--- config.mk ---
export PLATFORM = sky130hd
export DESIGN_NAME = dft_peak_scan
export DESIGN_NICKNAME = d
export VERILOG_FILES = /design/src/rtl/dft_peak_scan.sv
export SDC_FILE = /design/constraint.sdc
export NUM_CORES = 1
export LEC_CHECK = 0
export ABC_AREA = 1
export CAP_MARGIN = 10
export CORE_MARGIN = 4
export CORE_UTILIZATION = 38
export DETAILED_ROUTE_END_ITERATION = 12
export PLACE_DENSITY_LB_ADDON = 0.15
export SETUP_SLACK_MARGIN = 0.05
export SLEW_MARGIN = 20
export SYNTH_ARGS = -nofsm -noshare
export SYNTH_HDL_FRONTEND = slang
export SYNTH_SLANG_ARGS = --single-unit
--- constraint.sdc ---
create_clock -name clk -period 2.1 [get_ports clk]
set_input_delay 0.42 -clock clk [delete_from_list [all_inputs] [get_ports clk]]
set_output_delay 0.42 -clock clk [all_outputs]
set_load 0.05 [all_outputs]
--- src/rtl/dft_peak_scan.sv ---
// Scans the DFT amplitude memory for the largest bin, counting bins above a threshold and NaN bins.
// Optional DFT_PEAK_TOP2_EN adds tracking of the second-largest bin.
module dft_peak_scan #(
    parameter int N_BINS  = 128,
    parameter int ADDR_W  = 7,
    parameter int SKIP_DC = 1,
    parameter int CNT_W   = 8
) (
    input  logic              clk,
    input  logic              n_reset,
    input  logic              start,
    input  logic              dft_done,
    input  logic [31:0]       thresh_in,
    input  logic [31:0]       ampl_in,
    output logic [ADDR_W-1:0] ampl_number,
    output logic              busy,
    output logic              peak_valid,
    output logic              abort,
    output logic [31:0]       peak_value,
    output logic [ADDR_W-1:0] peak_index,
    output logic [CNT_W-1:0]  above_count,
`ifdef DFT_PEAK_TOP2_EN
    output logic [31:0]       second_value,
    output logic [ADDR_W-1:0] second_index,
`endif
    output logic [CNT_W-1:0]  nan_count
);

    localparam logic [ADDR_W-1:0] FIRST   = (SKIP_DC != 0) ? ADDR_W'(1) : '0;
    localparam logic [ADDR_W-1:0] LAST    = ADDR_W'(N_BINS - 1);
    localparam logic [ADDR_W-1:0] LAST_M1 = ADDR_W'(N_BINS - 2);

    typedef enum logic [1:0] {IDLE, SCAN, FLUSH, DONE} state_t;

    function automatic logic is_nan(input logic [31:0] x);
        return (x[30:23] == 8'hFF) && (x[22:0] != 23'd0);
    endfunction

    function automatic logic [CNT_W-1:0] sat_inc(input logic [CNT_W-1:0] c);
        return (&c) ? c : c + 1'b1;
    endfunction

    state_t              state;
    logic [31:0]         thresh;
    logic [31:0]         work_peak;
    logic [ADDR_W-1:0]   work_index;
    logic [CNT_W-1:0]    work_above;
    logic [CNT_W-1:0]    work_nan;
`ifdef DFT_PEAK_TOP2_EN
    logic [31:0]         work_second;
    logic [ADDR_W-1:0]   work_second_index;
    logic                new_second;
`endif

    logic        eval_en;
    logic        sample_ok;
    logic [31:0] sample_mag;
    logic        above;
    logic        new_peak;

    // ampl_in is the upstream combinational read of the address presented this cycle,
    // so the bin being evaluated is the current ampl_number.
    always_comb begin
        eval_en    = ((state == SCAN) || (state == FLUSH)) && dft_done;
        sample_ok  = !is_nan(ampl_in) && !ampl_in[31];
        sample_mag = {1'b0, ampl_in[30:0]};
        above      = sample_ok && (sample_mag > thresh);
        new_peak   = sample_ok && (sample_mag > work_peak);
`ifdef DFT_PEAK_TOP2_EN
        new_second = sample_ok && !new_peak && (sample_mag > work_second);
`endif
    end

    always_ff @(posedge clk or negedge n_reset) begin
        if (!n_reset) begin
            state       <= IDLE;
            ampl_number <= '0;
            busy        <= 1'b0;
            peak_valid  <= 1'b0;
            abort       <= 1'b0;
            peak_value  <= '0;
            peak_index  <= '0;
            above_count <= '0;
            nan_count   <= '0;
            thresh      <= '0;
            work_peak   <= '0;
            work_index  <= '0;
            work_above  <= '0;
            work_nan    <= '0;
`ifdef DFT_PEAK_TOP2_EN
            second_value      <= '0;
            second_index      <= '0;
            work_second       <= '0;
            work_second_index <= '0;
`endif
        end else begin
            peak_valid <= 1'b0;
            abort      <= 1'b0;

            if (eval_en) begin
                if (is_nan(ampl_in)) work_nan <= sat_inc(work_nan);
                if (above) work_above <= sat_inc(work_above);
                if (new_peak) begin
                    work_peak  <= sample_mag;
                    work_index <= ampl_number;
`ifdef DFT_PEAK_TOP2_EN
                    work_second       <= work_peak;
                    work_second_index <= work_index;
`endif
                end
`ifdef DFT_PEAK_TOP2_EN
                else if (new_second) begin
                    work_second       <= sample_mag;
                    work_second_index <= ampl_number;
                end
`endif
            end

            case (state)
                IDLE: begin
                    if (start && dft_done) begin
                        state       <= (FIRST == LAST) ? FLUSH : SCAN;
                        busy        <= 1'b1;
                        ampl_number <= FIRST;
                        thresh      <= thresh_in & 32'h7FFF_FFFF;
                        work_peak   <= '0;
                        work_index  <= FIRST;
                        work_above  <= '0;
                        work_nan    <= '0;
`ifdef DFT_PEAK_TOP2_EN
                        work_second       <= '0;
                        work_second_index <= FIRST;
`endif
                    end
                end
                SCAN: begin
                    if (!dft_done) begin
                        state <= IDLE;
                        busy  <= 1'b0;
                        abort <= 1'b1;
                    end else begin
                        ampl_number <= ampl_number + 1'b1;
                        if (ampl_number == LAST_M1) state <= FLUSH;
                    end
                end
                FLUSH: begin
                    if (!dft_done) begin
                        state <= IDLE;
                        busy  <= 1'b0;
                        abort <= 1'b1;
                    end else begin
                        state <= DONE;
                    end
                end
                DONE: begin
                    peak_value  <= work_peak;
                    peak_index  <= work_index;
                    above_count <= work_above;
                    nan_count   <= work_nan;
`ifdef DFT_PEAK_TOP2_EN
                    second_value <= work_second;
                    second_index <= work_second_index;
`endif
                    peak_valid <= 1'b1;
                    busy       <= 1'b0;
                    state      <= IDLE;
                end
                default: state <= IDLE;
            endcase
        end
    end

endmodule

==> run metrics <==
status finished with violations; violated checks setup timing; drt pass-1 iters 4; core box area approximately 21000 um2; clk_lat worst skew ~0.43 ns; Cell variety after synth 32; total track usage ~17%; critical path startpoint category flop; gr ovfl total 0; initial antenna violation count 1; die area 24400 um2; Max transition margin between 60% and 70%; CP max stage cell dfrtp_1; FF/Latch Area between 3000 and 4000 um2; largest family of logic cells by synthesized area simple AND/OR/NAND/NOR gates; # DRC 0; Max VDD drop a little under 0.8 mV; via/cell ratio 4.72; mux cell area share after synthesis 1.35%; Final GP Congestion 0.823; Avg WL per Cell 14.5 um; max cap viols 0; hold_ws 0.400 ns; 1st-iter DRT viols around 330; count of final hold-check violations 0; CP max stage delay ~0.4 ns; Die H 156 um; Arrival @ worst endpoint between 2 and 2.5 ns; Setup CP Type flop to flop; P per Cell Area between 1000 and 1500 nW/um2; Starting Density 39.1%; Cell Chain, Critical Path inv_2 -> ha_4 -> nand2_2 -> nor2_4 -> nand4_1 -> nor2_2 -> nand2_1 -> nand2_2 -> nor2_4 -> buf_6 -> clkbuf_16 -> a21oi_1 -> nor2_1; CTS tree yes; CTS root buffer clkbuf_16; count of clock tree sinks between 150 and 200; synthesized instance count between 1k and 1.5k; clk slew on worst S/H paths approximately 0.07 ns; layout cell share with drive strength beyond 1 between 15 and 20%; Final period util 100%; setup TNS -0.0221 ns; DRT antenna net count 0; H-tree levels 4; PortBufs between 100 and 150; # IOs approximately 130; worst slew pin tran 0.528 ns; Yosys reg bits about 150; # setup viols final 3; Yosys warning total 0; Worst Path Required between 2 and 2.5 ns; total power about 17 mW; Final nets about 1.4k; skew final around 0.011 ns; worst setup margin -0.00914 ns; P&R area growth vs syn 42.1%; syn_area_per_cell 8.06 um2; Post-Synth Simple-Gate Area roughly a fifth; max-slew violation count 0; P_leak 6.12 nW; Max FO, Critical Path 6; post-synthesis xor/xnor area fraction 0.315%; post-synthesis sequential area ratio around 46%; fmax around 0.47 GHz; CTS max path bufs 2; Mapped Nets about 1.2k; via count just over 7k; pin count of the biggest net entering global routing 56; fin util 55.6%; Multi-input gate area 4130 um2; unrepaired setup endpoints after global routing true; Tmin final around 2.1 ns; number of global-route vias before repair around 6.9k; Compound-Gate Fraction of Synth Area 10.9%; Hold Crit Class input pin to asynchronous set/reset pin; Synth Area in Adders around a tenth; diode count 0; first-pass GRT wire length 34.4 mm; Die Wd 156 um; drt total wl roughly 22 mm; TritonCTS buffer count 17; synthesized area about 8300 um2; DP Worst Slack -0.523 ns; # rows 53; CP Capture Type flop; fillcell total roughly 1.9k; dpl hpwl 15.0 mm
[layout by cell type, fill, tap and decap left out, types with 3 or more instances in the layout]
cell	n
a21oi_1	85
a21oi_2	31
buf_12	14
buf_4	51
buf_6	10
clkbuf_16	24
clkdlybuf4s50_1	63
clkinv_4	4
dfrtp_1	153
dlygate4sd2_1	30
dlymetal6s2s_1	37
ha_1	62
ha_4	9
inv_1	152
inv_2	7
inv_6	4
mux2_2	10
nand2_1	180
nand2_2	7
nand2_4	3
nand3_1	32
nand3_2	24
nand4_1	12
nor2_1	130
nor2_2	11
nor2_4	4
nor3_1	12
nor3_2	4
o21a_1	4
o21ai_0	43
xor2_1	3
[cell families (layout without fill, tap and decap cells)]
kind of cell	after synthesis	count (layout)
and+or+nand+nor	422	422
AOI/OAI and AO/OA	175	175
DFF	153	153
adders and majority gates	71	71
buffers and inverters	199	406
xor gates and xnor gates	3	3
muxes	10	10
[through the flow]
step,instance area (um2),instances
after floorplan,8330,1033
after global placement,10400,1456
after detailed placement,10400,1456
after CTS,11100,1494
after global routing,11800,1515
final,11800,1515
[what timing repair did]
item	4_1_cts	5_1_grt
gates cloned	1	9
hold buffers	1	0
hold endpoints to repair	10	0
setup buffers	4	12
pin swaps	9	28
endpoints found under the setup margin	61	69
resized for setup	44	133
[path summary, 6_finish.rpt]
path                               start  cells past startpoint             to  slack (ns)
setup / recovery           work_peak[29]                     13  work_peak[28]      -0.009
hold / removal                   n_reset                      2     thresh[18]        0.40
setup reg to reg           work_peak[29]                     13  work_peak[28]      -0.009
hold reg to reg                thresh[0]                      2      thresh[0]        0.47
max in group asynchronous        n_reset                      3   work_peak[6]        1.04
min in group clk             ampl_in[27]                      5  work_peak[27]        0.43
[power by group]
group	total [mW]	switching, mW	internal, mW
Sequential	4.90	0.687	4.21
Combinational	9.17	5.64	3.53
Clock	3.10	1.37	1.73
[routing by layer]
| metal | part of all wire, % | GRT usage [%] |
|---|---|---|
| met1 | 48 | 24.5 |
| met2 | 46 | 27.6 |
| met3 | 3.9 | 3.55 |
| met4 | 1.3 | 4.92 |
| met5 | 0.082 | 0 |
[flip-flops by register name (all words and copies together) (netlist names)]
name / cells
work_nan: 8
nan_count: 8
busy: 1
peak_index: 7
ampl_number: 7
peak_value: 32
thresh: 31
work_above: 8
work_peak: 32
above_count: 8
abort: 1
work_index: 7
state: 2
peak_valid: 1
[worst max-delay path: cells and delay by family (launching register included)]
| kind | cells | cell delay, ns |
|---|---|---|
| adders and majority gates | 1 | 0.27 |
| AOI/OAI and AO/OA | 1 | 0.14 |
| buffers and inverters | 3 | 0.35 |
| DFF | 1 | 0.41 |
| and+or+nand+nor | 8 | 0.82 |
[area by class of cell]
class / instances / share of cell area (%)
multi-input cells: 681 / 34.9
flip-flops and latches: 153 / 32.3
repair buffers: 214 / 19.8
inverters: 160 / 5.07
clock buffers: 19 / 3.83
well taps: 275 / 2.91
clock inverters: 13 / 1.14
[cell usage after synthesis (all sizes together)]
master | n | area (um2)
a21o | 2 | 15.0
inv | 159 | 597
o21ai | 45 | 225
ha | 71 | 888
o21a | 4 | 30.0
mux2 | 10 | 113
clkinv | 1 | 3.75
nand3b | 1 | 7.51
buf | 26 | 180
nand4 | 12 | 75.1
nand2 | 190 | 718
nor2 | 145 | 562
xor2 | 3 | 26.3
nor3 | 16 | 80.1
o311a | 1 | 10.0
clkbuf | 13 | 48.8
o22ai | 1 | 6.26
a21oi | 117 | 586
dfrtp | 153 | 3830
o2111ai | 1 | 8.76
nand3 | 56 | 280
nor3b | 1 | 7.51
and2 | 1 | 6.26
o21bai | 2 | 15.0
a31oi | 2 | 12.5
Power figures use the tool's default switching activity.
